===== config.mk =====
export PLATFORM = sky130hd
export DESIGN_NAME = cpu8_datapath
export DESIGN_NICKNAME = d
export VERILOG_FILES = /design/src/rtl/cpu8_datapath.sv
export SDC_FILE = /design/constraint.sdc
export NUM_CORES = 2
export LEC_CHECK = 0
export BUFFER_PORTS_ARGS = -buffer_cell sky130_fd_sc_hd__buf_2
export CAP_MARGIN = 0
export CORE_MARGIN = 4
export CORE_UTILIZATION = 60
export DETAILED_ROUTE_END_ITERATION = 10
export PLACE_DENSITY = 0.77
export SYNTH_ARGS = -nofsm -noshare
export SYNTH_HDL_FRONTEND = slang
export SYNTH_SLANG_ARGS = --single-unit

===== constraint.sdc =====
create_clock -name clk -period 11.35 [get_ports clk]
set_clock_uncertainty 0.15 [all_clocks]
set_input_delay 1.135 -clock clk [delete_from_list [all_inputs] [get_ports clk]]
set_output_delay 1.135 -clock clk [all_outputs]
set_load 0.02 [all_outputs]

===== src/rtl/cpu8_datapath.sv =====
// Bus-oriented 8-bit datapath for the accumulator CPU: PC, ACC, ALU, MAR/MDR,
// 256x8 RAM, B/C/temp/IR/output registers, all sharing one 8-bit bus.
module cpu8_datapath (
  input  logic       clk,
  input  logic       clear,
  input  logic       count_pc,
  input  logic       clear_pc,
  input  logic       load_pc,
  input  logic       enable_pc,
  input  logic       load_accum,
  input  logic       enable_accum,
  input  logic       load_mar,
  input  logic       ce_ram,
  input  logic       we_ram,
  input  logic       flip_flop,
  input  logic       load_mdr_reg,
  input  logic       enable_mdr_reg,
  input  logic       sub_mode,
  input  logic       enable_alu,
  input  logic       load_b_reg,
  input  logic       enable_b_reg,
  input  logic       load_c_reg,
  input  logic       enable_c_reg,
  input  logic       load_temp_reg,
  input  logic       load_output_reg,
  input  logic       load_inst_reg,
  input  logic       enable_inst_reg,
  input  logic       clear_inst_reg,
  input  logic       enable_input,
  input  logic [7:0] data_in,
  output logic [7:0] bus,
  output logic [7:0] data_out,
  output logic       zero_flag,
  output logic       carry_flag
);

  logic [7:0] pc;
  logic [7:0] accum;
  logic [7:0] mar;
  logic [7:0] mdr;
  logic [7:0] b_reg;
  logic [7:0] c_reg;
  logic [7:0] temp;
  logic [7:0] inst_reg;
  logic [7:0] ram [0:255];
  logic [7:0] ram_rdata;
  logic [7:0] mdr_input;
  logic [7:0] alu_operand;
  logic [8:0] alu_sum;
  logic [7:0] alu_result;
  logic       alu_carry;

  // Subtract is A + ~T + 1, so carry out means "no borrow".
  assign alu_operand = sub_mode ? ~temp : temp;
  assign alu_sum     = {1'b0, accum} + {1'b0, alu_operand} + {8'h00, sub_mode};
  assign alu_result  = alu_sum[7:0];
  assign alu_carry   = alu_sum[8];

  assign ram_rdata = ce_ram ? ram[mar] : 8'h00;
  assign mdr_input = flip_flop ? bus : ram_rdata;

  always_comb begin
    bus = 8'h00;
    if (enable_input)         bus = data_in;
    else if (enable_pc)       bus = pc;
    else if (enable_accum)    bus = accum;
    else if (enable_alu)      bus = alu_result;
    else if (enable_mdr_reg)  bus = mdr;
    else if (enable_b_reg)    bus = b_reg;
    else if (enable_c_reg)    bus = c_reg;
    else if (enable_inst_reg) bus = inst_reg;
  end

  always_ff @(posedge clk) begin
    if (clear)         pc <= 8'h00;
    else if (clear_pc) pc <= 8'h00;
    else if (load_pc)  pc <= bus;
    else if (count_pc) pc <= pc + 8'h01;
  end

  always_ff @(posedge clk) begin
    if (clear)           accum <= 8'h00;
    else if (load_accum) accum <= bus;
  end

  always_ff @(posedge clk) begin
    if (clear)         mar <= 8'h00;
    else if (load_mar) mar <= bus;
  end

  always_ff @(posedge clk) begin
    if (clear)             mdr <= 8'h00;
    else if (load_mdr_reg) mdr <= mdr_input;
  end

  always_ff @(posedge clk) begin
    if (clear) begin
      b_reg <= 8'h00;
      c_reg <= 8'h00;
    end else begin
      if (load_b_reg) b_reg <= bus;
      if (load_c_reg) c_reg <= bus;
    end
  end

  always_ff @(posedge clk) begin
    if (clear)              temp <= 8'h00;
    else if (load_temp_reg) temp <= bus;
  end

  always_ff @(posedge clk) begin
    if (clear)                data_out <= 8'h00;
    else if (load_output_reg) data_out <= bus;
  end

  always_ff @(posedge clk) begin
    if (clear)               inst_reg <= 8'h00;
    else if (clear_inst_reg) inst_reg <= 8'h00;
    else if (load_inst_reg)  inst_reg <= bus;
  end

  always_ff @(posedge clk) begin
    if (clear) begin
      zero_flag  <= 1'b0;
      carry_flag <= 1'b0;
    end else if (enable_alu) begin
      zero_flag  <= (alu_result == 8'h00);
      carry_flag <= alu_carry;
    end
  end

  // RAM has no reset; the write uses MAR/MDR as they stand before the edge.
  always_ff @(posedge clk) begin
    if (ce_ram && we_ram) ram[mar] <= mdr;
  end

endmodule


### After elaboration in Yosys (flattened, before gate mapping)

Memories as Yosys holds them, arrays and structs flattened. A register that Yosys moved wholly into a read port is not among the register bits.
Cells that the tools add are included.

* reductions and logical operators: 5
* bitwise operators: 1
* mux-type cells: 17
* add/subtract/negate cells: 3

Operators with widths (count)
* two-way mux 8 bit: 15
* adder 8 x 8 -> 9 bit: 1
* adder 9 x 1 -> 9 bit: 1
* adder 8 x 1 -> 8 bit (second input constant): 1
* logical NOT 8 bit: 1
* NOT 8 bit: 1
* OR reduction 2 bit: 2
* two-way mux 1 bit: 2
* nonzero test 2 bit: 1
* logical AND 1 bit: 1

* output and inout port bits: 18
* word-level logic and storage cells: 38
* memories kept: 1
* flip-flop bits (word level): 74
* memory bits (writable): 2048
* bits of input ports: 34

Memory list
* ram: depth 256, width 8, rd ports 1, clocked after Yosys merged registers in 1, write ports 1, RTL line 45 `logic [7:0] ram [0:255];`

### Logic depth before layout (Yosys ltp)

* word-level depth: 10
* gate-level depth with buffers: 13
* depth with buffers taken out: 9

### Worst setup path after synthesis

OpenSTA, ideal clock, no wires.

* path type: flip-flop to output port
* start: register mdr[1]
* end: output port bus[1]
* data required time: 10065 ps
* buffers on the path: 0
* data arrival time: 5147 ps
* cell stages (with the launch flop): 4
* setup slack: 4918 ps
* cell sequence: dfxtp_1 a221o_1 a22oi_1 a221oi_1

* word-level cells in the longest chain between the ends: 5

Ends and longest elaborated chain
* start, declared: RTL line 40 `logic [7:0] mdr;`
* start signal, assigned: RTL line 93 `else if (load_mdr_reg) mdr <= mdr_input;`
* two-way mux 8 bit: RTL line 68 `else if (enable_mdr_reg) bus = mdr;`
* two-way mux 8 bit: RTL line 67 `else if (enable_alu) bus = alu_result;`
* two-way mux 8 bit: RTL line 66 `else if (enable_accum) bus = accum;`
* two-way mux 8 bit: RTL line 65 `else if (enable_pc) bus = pc;`
* two-way mux 8 bit: RTL line 64 `if (enable_input) bus = data_in;`
* end, declared: RTL line 31 `output logic [7:0] bus,`

Every way passes these cells.

### Worst setup path in the final report

* start: input port sub_mode
* end: output port bus[5]

* word-level cells in the longest chain between the ends: 7

Ends and longest elaborated chain
* start, declared: RTL line 18 `input logic sub_mode,`
* two-way mux 8 bit: RTL line 54 `assign alu_operand = sub_mode ? ~temp : temp;`
* adder 8 x 8 -> 9 bit: RTL line 55 `assign alu_sum = {1'b0, accum} + {1'b0, alu_operand} + {8'h00, sub_mode};`
* adder 9 x 1 -> 9 bit *: RTL line 55
* two-way mux 8 bit *: RTL line 67
* two-way mux 8 bit *: RTL line 66
* two-way mux 8 bit *: RTL line 65
* two-way mux 8 bit *: RTL line 64

Mark *: on every way between the ends. The rest lies on a longest branch, timed or not.

==> impl_results.md <==
- Number of design-rule violations left by the first detailed-router iteration: 7062
- Cell type of the slowest stage on the worst timing path: sky130_fd_sc_hd__a31oi_2
- Post-synthesis net count: 4190
- Number of synthesized register bits: 2130
- Area of the multi-input gates: 0.0195 sq mm
- Vias per cell: 6.94
- Final critical-path required period: 5.12 ns
- Sum of negative setup slack: 0 ns
- H-tree levels: 4
- Slowest Stage Delay on Critical Path: 0.77 ns
- Cell internal power dissipation: 12800 uW
- Worst supply voltage drop on vdd: 0.125 mV
- Placed inst area: 0.0860 sq mm
- Dominant combinational cell family by area after synthesis: multiplexers
- Non-filler instance count after layout: 6260
- I/O pin count: 52
- Crit. path cell count: 10
- Portion of the post-synthesis area used by sequential elements: 0.750
- Synthesized-area fraction occupied by ao, oa, aoi and oai cells: 0.0271
- Cell count after placement: 5893
- # DRC: 0
- Mean instance size in the synthesized netlist: 20.3 sq um
- Setup slack after placement: 6.33 ns
- CP most frequent cell: sky130_fd_sc_hd__buf_2
- Hold bufs inserted after CTS: 0
- Largest delay share family, worst path: compound AO/OA/AOI/OAI gates
- Worst path arrival time: 3.83 ns
- Final setup margin: 6.23 ns
- Relative contribution of the clock network to total power: 0.399
- Hold path depth: 2
- Seq. cell area: 0.0632 sq mm
- Commonest cells after routing, fill and taps aside: sky130_fd_sc_hd__edfxtp_1, sky130_fd_sc_hd__mux4_2, sky130_fd_sc_hd__nor2_1
- GR Overflow Total: 0
- Portion of the clock cycle consumed by the worst path in the final layout: 0.451
- Simple-Gate Fraction of Synth Area: 0.0337
- Summed area of non-filler cells in the final layout: 0.0924 sq mm
- Flip-flop count of the largest register, all copies and words added: 2048
- Overall via count from detail_route: 43400
- Buffers plus inverters on the worst setup path: 3
- Core area: 0.140 sq mm
- Number of clock buffers inserted by TritonCTS: 199
- Final-layout fill cell count: 8596
- Count of TritonRoute iterations in the first routing pass: 7
- Power spent charging and discharging nets: 3630 uW
- Number of buffers on the longest clock path: 3
- Power density normalized to cell area: 178 mW/mm^2
- Number of global-route vias before repair: 42900
- Worst setup path class: in2out
- Worst min-delay path category: reg2reg
- Global placer's final weighted congestion: 0.907
- Number of flops mapped to enable cells by yosys: 2048
- Routed len/inst: 33.4 microns
- Number of max-cap violations: 0
- RSZ-0062 raised after global routing: no
- Root Driver: sky130_fd_sc_hd__clkbuf_16
- Synthesized instance count: 4145
- Hold Fails Final Rpt: 0
- Clock transition at the registers of the reported paths: 0.06 ns
- Share of flip-flops with an asynchronous set or reset after synthesis: 0
- Multiplexer share of the synthesized area: 0.166
- Switching share of power: 0.220
- Cells along the critical path: buf_2, xor2_1, ha_1, nand3_1, o211ai_1, o41ai_1, o21ai_0, a31oi_2, inv_1, buf_2
- Antenna violations before repair: 6
- Total die area: 0.146 sq mm
- Sequential Power Share: 0.534
- Fraction of synthesized cell area in xor and xnor cells: 0.00218
- First-pass GRT wire length: 306 mm
- Post-layout nets: 4263
- Count of pins over their slew limit: 0
- Post-detailed-routing wire length: 209 mm
- Measured slew at the worst slew-check pin: 1.32 ns
- Required time of the worst setup path: 10.07 ns
- Achievable clock frequency: 0.195 GHz
- Port Buffer Count: 51
- Resize count post-CTS: 0
- Die boundary width: 383 microns
- Largest net degree at the start of global routing: 125
- Final HPWL from detailed placement: 121 mm
- Unique masters post-synth: 72
- Logic depth of the worst register-to-register path: 9
- Antenna-violating nets left: 0
- Most common library cell in the layout ignoring fill and taps: sky130_fd_sc_hd__edfxtp_1
- CP startpoint kind: input port
- Placement Rows: 137
- Most flop-heavy register: ram
- Buffer count from post-CTS setup fixing: 0
- Insertion delay to the later sink of the worst-skew pair: 0.83 ns
- Max FO, Critical Path: 10
- Initial cell density of the core: 0.604
- Beginning of the critical path: sub_mode
- Post-Synthesis Cell Area: 0.0842 sq mm
- Prevailing post-synth register cell: sky130_fd_sc_hd__edfxtp_1
- TritonCTS clock tree: built
- Worst-case headroom to the max-slew limit: 0.116
- Power share of the combinational group: 0.067
- Static Leakage: 0.0285 uW
- Capture instance of the worst register-to-register path: mdr[2]$_SDFFE_PP0P_
- Number of setup violations in the final report: 0
- Setup slack on the worst flop-to-flop path: 6.61 ns
- Global routing usage summed across all routing layers: 0.289
- Capturing element of the worst setup path: bus[5]
- Synthesis-to-finish area growth: 9.75%
- Ratio of cells with drive above 1 in the final layout: 0.217
- DIE HEIGHT: 383 microns
- Number of synthesis warnings: 0
- Result of the run: completed
- Synth Area in Adders: 0.00172
- Clock net sink count: 2130
- Setup crit end kind: primary output
[worst register-to-register path, delay by kind of cell (launching register included)]
kind                   cells  cell delay, ns
multiplexers               1            0.86
AO/OA/AOI/OAI              4            1.27
buffers and inverters      2            1.30
flip-flops                 1            0.35
AND/OR/NAND/NOR            2            0.66
[kinds of logic after synthesis]
group                    Yosys count
adder cells (fa/ha/maj)           11
multiplexers                     724
AO/OA/AOI/OAI                    333
XOR/XNOR                          21
buffers and inverters            283
flip-flops                      2130
AND/OR/NAND/NOR                  643
[worst min path at each step]
stage	slack (ns)	start	end
4_1_cts	0.33	zero_flag$_SDFFE_PP0P_	zero_flag$_SDFFE_PP0P_
5_1_grt	0.36	zero_flag$_SDFFE_PP0P_	zero_flag$_SDFFE_PP0P_
3_5_place_dp	0.32	zero_flag$_SDFFE_PP0P_	zero_flag$_SDFFE_PP0P_
3_3_place_gp	0.32	inst_reg[2]$_SDFFE_PP0P_	inst_reg[2]$_SDFFE_PP0P_
2_1_floorplan	0.31	inst_reg[7]$_SDFFE_PP0P_	inst_reg[7]$_SDFFE_PP0P_
6_report	0.34	data_out[2]$_SDFFE_PP0P_	data_out[2]$_SDFFE_PP0P_
[through the flow]
| stage | util | power, uW | hold WS [ns] |
|---|---|---|---|
| after floorplan | - | 9690 | 0.306 |
| after global placement | 0.617 | 10000 | 0.316 |
| after detailed placement | 0.617 | 10000 | 0.321 |
| after CTS | 0.662 | 16500 | 0.331 |
| after global routing | 0.662 | 16900 | 0.356 |
| final | 0.662 | 16500 | 0.335 |
[cell type report]
type	count	area share
inverter	25	0.00103
antenna	7	0.000190
multi-input combinational	1732	0.211
clock buffer	244	0.0575
clock inverter	116	0.0113
sequential	2130	0.684
timing repair buffer	130	0.0102
tap	1876	0.0254
[power by group through the flow]
stage,logic [uW],registers [uW],clock network (uW)
5_1_grt,1150,8790,6970
4_1_cts,1080,8790,6590
3_3_place_gp,1060,8950,0
2_1_floorplan,663,9030,0
3_5_place_dp,1070,8960,0
6_report,1100,8790,6560
[synthesized netlist by cell type, types with 6 or more instances]
library cell                instances  area share
sky130_fd_sc_hd__and2_1             7     0.00052
sky130_fd_sc_hd__a221oi_1          10      0.0010
sky130_fd_sc_hd__mux4_1            33       0.010
sky130_fd_sc_hd__o22ai_1           44      0.0033
sky130_fd_sc_hd__o2111ai_1          6     0.00062
sky130_fd_sc_hd__clkbuf_1         105      0.0047
sky130_fd_sc_hd__buf_2             75      0.0045
sky130_fd_sc_hd__edfxtp_1        2048        0.73
sky130_fd_sc_hd__a31oi_1            9     0.00067
sky130_fd_sc_hd__mux4_2           495        0.13
sky130_fd_sc_hd__mux2_2            21      0.0028
sky130_fd_sc_hd__a211oi_1          66      0.0059
sky130_fd_sc_hd__buf_4             25      0.0022
sky130_fd_sc_hd__or2_2              6     0.00045
sky130_fd_sc_hd__o211ai_1           8     0.00071
sky130_fd_sc_hd__buf_1             12     0.00053
sky130_fd_sc_hd__nor2_1           369       0.016
sky130_fd_sc_hd__nor4_1             6     0.00045
sky130_fd_sc_hd__nand2b_1          20      0.0015
sky130_fd_sc_hd__ha_1              10      0.0015
sky130_fd_sc_hd__nand2_1           85      0.0038
sky130_fd_sc_hd__a21oi_1           70      0.0042
sky130_fd_sc_hd__nand4_1           19      0.0014
sky130_fd_sc_hd__buf_6             29      0.0039
sky130_fd_sc_hd__mux2i_1          175       0.021
sky130_fd_sc_hd__buf_8              7      0.0012
sky130_fd_sc_hd__nor2b_1           45      0.0033
sky130_fd_sc_hd__o221ai_1           9     0.00094
sky130_fd_sc_hd__xnor2_1            7     0.00073
sky130_fd_sc_hd__xor2_1            14      0.0015
sky130_fd_sc_hd__a22oi_1            8     0.00071
sky130_fd_sc_hd__inv_1             24      0.0011
sky130_fd_sc_hd__o21ai_0           41      0.0024
sky130_fd_sc_hd__dfxtp_1           82       0.019
sky130_fd_sc_hd__a2111oi_0          8     0.00083
sky130_fd_sc_hd__nand3_1           38      0.0023
sky130_fd_sc_hd__nor3_1            26      0.0015
[layer usage]
metal	up-vias	global-route usage	wire length, microns
met5	-	0	26
met4	4	0.126	10500
met3	592	0.0774	25000
met2	3226	0.433	97200
met1	22400	0.408	76200
li1	17200	-	-
No activity file was read; power rests on OpenSTA's default activity.
